**config.mk**
```make
export PLATFORM = sky130hd
export DESIGN_NAME = calc_result_seq
export DESIGN_NICKNAME = d
export VERILOG_FILES = /design/src/rtl/calc_result_seq_pkg.sv /design/src/rtl/calc_result_seq.sv
export SDC_FILE = /design/constraint.sdc
export NUM_CORES = 1
export LEC_CHECK = 0
export CAP_MARGIN = 30
export CORE_MARGIN = 2
export CORE_UTILIZATION = 50
export CTS_CLUSTER_DIAMETER = 150
export DETAILED_ROUTE_END_ITERATION = 10
export GPL_ROUTABILITY_DRIVEN = 0
export GPL_TIMING_DRIVEN = 0
export PLACE_DENSITY = 0.82
export SLEW_MARGIN = 20
export SYNTH_ARGS = -nofsm -noshare
export SYNTH_HDL_FRONTEND = slang
export SYNTH_SLANG_ARGS = --single-unit
```
**constraint.sdc**
```tcl
create_clock -name clk -period 3.2 [get_ports clk]
set_input_delay 0.64 -clock clk [delete_from_list [all_inputs] [get_ports clk]]
set_output_delay 0.64 -clock clk [all_outputs]
set_load 0.02 [all_outputs]
```
**src/rtl/calc_result_seq_pkg.sv**
```systemverilog
// Shared widths, FSM encoding, beat tags and the held result-set payload for calc_result_seq.
package calc_result_seq_pkg;

  localparam int unsigned ADD_W  = 7;
  localparam int unsigned SUB_W  = 7;
  localparam int unsigned MUL_W  = 12;
  localparam int unsigned DIV_W  = 6;
  localparam int unsigned DATA_W = 12;
  localparam int unsigned SEL_W  = 2;

  typedef enum logic {
    IDLE = 1'b0,
    SEND = 1'b1
  } state_t;

  localparam logic [SEL_W-1:0] SEL_ADD = 2'd0;
  localparam logic [SEL_W-1:0] SEL_SUB = 2'd1;
  localparam logic [SEL_W-1:0] SEL_MUL = 2'd2;
  localparam logic [SEL_W-1:0] SEL_DIV = 2'd3;

  typedef struct packed {
    logic [ADD_W-1:0] add;
    logic [SUB_W-1:0] sub;
    logic [MUL_W-1:0] mul;
    logic [DIV_W-1:0] div;
  } result_set_t;

endpackage

```
**src/rtl/calc_result_seq.sv**
```systemverilog
// Serialises one add/sub/mul/div result set into four tagged 12-bit beats
// under a valid/ready handshake.
module calc_result_seq
  import calc_result_seq_pkg::*;
#(
  parameter bit SUB_SIGNED = 1'b1
) (
  input  logic              clk,
  input  logic              rstb,
  input  logic              i_valid,
  input  logic [ADD_W-1:0]  i_add,
  input  logic [SUB_W-1:0]  i_sub,
  input  logic [MUL_W-1:0]  i_mul,
  input  logic [DIV_W-1:0]  i_div,
  input  logic              i_ready,
  output logic              o_valid,
  output logic [DATA_W-1:0] o_data,
  output logic [SEL_W-1:0]  o_sel,
  output logic              o_last,
  output logic              o_busy,
  output logic              o_drop
);

  state_t            state, state_d;
  logic [SEL_W-1:0]  idx, idx_d;
  result_set_t       hold, hold_d;
  logic              accept;
  logic              valid_d, last_d, drop_d;
  logic [DATA_W-1:0] data_d;

  // Width-extend the field addressed by sel to the output width.
  function automatic logic [DATA_W-1:0] ext_sel(input result_set_t s, input logic [SEL_W-1:0] sel);
    logic [DATA_W-1:0] r;
    r = DATA_W'(s.add);
    case (sel)
      SEL_ADD: r = DATA_W'(s.add);
      SEL_SUB: r = SUB_SIGNED ? DATA_W'($signed(s.sub)) : DATA_W'(s.sub);
      SEL_MUL: r = s.mul;
      SEL_DIV: r = DATA_W'(s.div);
      default: r = DATA_W'(s.add);
    endcase
    return r;
  endfunction

  // State, beat index, held set and registered outputs.
  always_ff @(posedge clk or negedge rstb) begin
    if (!rstb) begin
      state   <= IDLE;
      idx     <= '0;
      hold    <= '0;
      o_valid <= 1'b0;
      o_data  <= '0;
      o_sel   <= '0;
      o_last  <= 1'b0;
      o_drop  <= 1'b0;
    end else begin
      state   <= state_d;
      idx     <= idx_d;
      hold    <= hold_d;
      o_valid <= valid_d;
      o_data  <= data_d;
      o_sel   <= idx_d;
      o_last  <= last_d;
      o_drop  <= drop_d;
    end
  end

  // Next state: a new set is taken when idle or on the final-beat handshake.
  always_comb begin
    state_d = state;
    idx_d   = idx;
    accept  = i_valid && ((state == IDLE) ||
                          ((state == SEND) && (idx == SEL_DIV) && i_ready));
    case (state)
      IDLE: begin
        if (accept) begin
          state_d = SEND;
          idx_d   = '0;
        end
      end
      SEND: begin
        if (i_ready) begin
          if (idx == SEL_DIV) begin
            idx_d   = '0;
            state_d = accept ? SEND : IDLE;
          end else begin
            idx_d = idx + 2'd1;
          end
        end
      end
      default: begin
        state_d = IDLE;
        idx_d   = '0;
      end
    endcase
  end

  // Output/datapath next values; beat data comes from the set being held next cycle.
  always_comb begin
    hold_d  = hold;
    if (accept) begin
      hold_d = '{add: i_add, sub: i_sub, mul: i_mul, div: i_div};
    end
    valid_d = (state_d == SEND);
    data_d  = ext_sel(hold_d, idx_d);
    last_d  = (state_d == SEND) && (idx_d == SEL_DIV);
    drop_d  = o_drop | (i_valid & ~accept);
  end

  assign o_busy = (state == SEND) && !((idx == SEL_DIV) && i_ready);

endmodule

```
==> run metrics <==
Slowest cell on crit path clkdlybuf4s50_1; register area 0.001226 mm^2; Synth Area in Compound Gates just over 5%; CP max stage delay 640 ps; post-route setup slack 560.4 ps; Leak 0.001351 uW; Syn. warnings 0; CTS Hold Bufs 0; Power Dens Cells 933.9 mW/mm^2; DP HPWL 2877 um; total global-route track usage 19.02%; area of the multi-input gates between 700 and 800 um^2; CP dominant cell by count clkdlybuf4s50_1; EDFF count, synth 0; Mapped Cells about 130; Die Area 0.004675 mm^2; CTS tree yes; Most used DFF post-synth dfrtp_1; CP Launch Type input pin; Routed WL 3992 um; Post-Synthesis Cell Area 0.002072 mm^2; setup slack after placement roughly 340 ps; # DRC 0; TNS Setup 0 ps; CP endpoint o_busy; Port Buffers 53; synthesized flop and latch total between 40 and 50; WL/cell approximately 17 um; Final Hold Viols 0; CTS resizes 0; Max Cap Viol 0; pin count of the biggest net entering global routing 36; CTS Root Cell clkbuf_8; first-iteration detailed-routing DRC count 67; CP Max Fanout 6; final core occ 69.35%; H-tree depth 2; first-pass GRT wire length 6285 um; vias post-DR 1,216; # diodes 0; nets 223; Rows 23; DIE WIDTH 68.38 um; worst min path class input pin to async pin; origin of the critical flop-to-flop path idx[0]; Sink Count between 40 and 50; fill count 271; Layout area overhead 33.88%; largest family of logic cells by synthesized area multiplexers; xor and xnor area share after synthesis 0%; crit path from i_ready; sequential fraction of the synthesis area 59.18%; num ports between 50 and 60; VDD IR-drop max 0.4950 mV; status finished, final reports clean; unrepaired setup endpoints after global routing no; Worst R2R Setup Slack 900 ps; Setup Fix Bufs, Post-CTS 0; Synth Area in Simple Gates ~3.2%; Worst Reg2Reg Path Length in Cells 7; Setup Skew 8.003 ps; Worst R2R End o_data[2]; Post-Syn Nets 162; starting density of the core 51.80%; min cycle time layout around 2600 ps; Slew @ Worst Pin a little over 600 ps; layout cells sized above 1 between 20% and 30%; Setup CP Type input pin to output pin; Clock transition at path regs 90 ps; mux contribution to synthesized area 27.66%; relative max-transition margin 59.77%; FFs w/ async S/R, synth 100.0%; Critical Path Sink Type output pin; core footprint 0.004000 mm^2; library cells used by synthesis 25; grt ovf 0; area share of fa/ha/maj cells after synthesis 0.6039%; CTS Buf Count 5; crit share post-route 82.49%; initial antenna violation count 0; worst endpoint required time 2560 ps; critical path arrival 2000 ps; TritonRoute pass-1 iters 4; via density per instance 5.131; CP Cell Sequence clkdlybuf4s50_1, a21boi_4, clkdlybuf4s50_1; later-pin clock latency in the skew report 310 ps; maximum achievable frequency 378.8 MHz; ANT nets after route 0; final setup fails 0; CTS max path bufs 2; vias in the first global route between 1,000 and 1,500; DIE HEIGHT about 68 um; fin. max-slew vios 0; post-synthesis average cell area about 17 um^2
-- cell type report --
class / instances / area share, %
Sequential cell: 49 / 44.20
Clock buffer: 5 / 2.481
Inverter: 11 / 1.488
Multi-Input combinational cell: 61 / 27.38
Tap cell: 50 / 2.255
Buffer: 4 / 1.624
Clock inverter: 3 / 0.9021
Timing Repair Buffer: 54 / 19.67
-- layout by cell type, fill, tap and decap left out, drive strengths merged, types with 3 or more instances in the layout --
master         Yosys  final
buf                4      6
clkbuf             0      5
clkdlybuf4s50      0     52
dfrtp             49     49
inv               11     12
mux2              25     25
mux2i              7      7
mux4               6      6
nand2              3      3
o21ai              6      6
-- worst min-delay path by stage --
stage | from | to | slack [ps]
CTS | rstb | hold[6] | 240
global route | rstb | hold[6] | 240
finish | rstb | hold[6] | 240
detailed placement | o_drop | o_drop | 460
global placement | o_drop | o_drop | 440
floorplan | rstb | hold[0] | 340
-- registers in the layout, summed over array words and instances, names as in the netlist --
register	flops
hold	32
o_data	12
idx	2
o_drop	1
o_last	1
state	1
-- cell families (layout without fill, tap and decap cells) --
family                   Yosys count  after routing
flip-flops                        49             49
buffers and inverters             15             77
multiplexers                      38             38
AO/OA/AOI/OAI                     12             12
adder cells (fa/ha/maj)            1              1
AND/OR/NAND/NOR                   10             10
-- metal layers --
layer / vias to the layer above / global-route usage (%) / share of wire [%]
met5: - / 0 / 0
met4: 0 / 3.750 / 0.80
met3: 4 / 7.072 / 7.7
met2: 43 / 31.80 / 49
met1: 608 / 23.82 / 42
li1: 561 / - / -
-- synth_stat cells (all sizes together), types with 3 or more instances --
master	instances	area [um^2]
mux2	25	367.8
mux4	6	135.1
mux2i	7	70.07
dfrtp	49	1226
nand2	3	11.26
inv	11	41.29
buf	4	45.04
o21ai	6	30.02
-- through the flow --
| step | hold WS (ps) | power (uW) | std cells | cell area [um^2] |
|---|---|---|---|---|
| 4_1_cts | 241.0 | 2625 | 237 | 2774 |
| 5_1_grt | 243.2 | 2755 | 237 | 2774 |
| 2_1_floorplan | 344.4 | 1844 | 125 | 2072 |
| 6_report | 235.7 | 2590 | 237 | 2774 |
| 3_5_place_dp | 459.6 | 2245 | 229 | 2680 |
| 3_3_place_gp | 439.7 | 2181 | 228 | 2665 |
-- power breakdown --
group,internal (uW),total [uW],switching [uW]
clock,158,369,211
combinational,686,1200,517
sequential,912,1020,106
-- worst max-delay path: cells and delay by family --
kind	cells	cell delay, ps
compound gates	1	220
buf+inv	2	1140
Note: power is estimated with default switching activity, not from simulation.
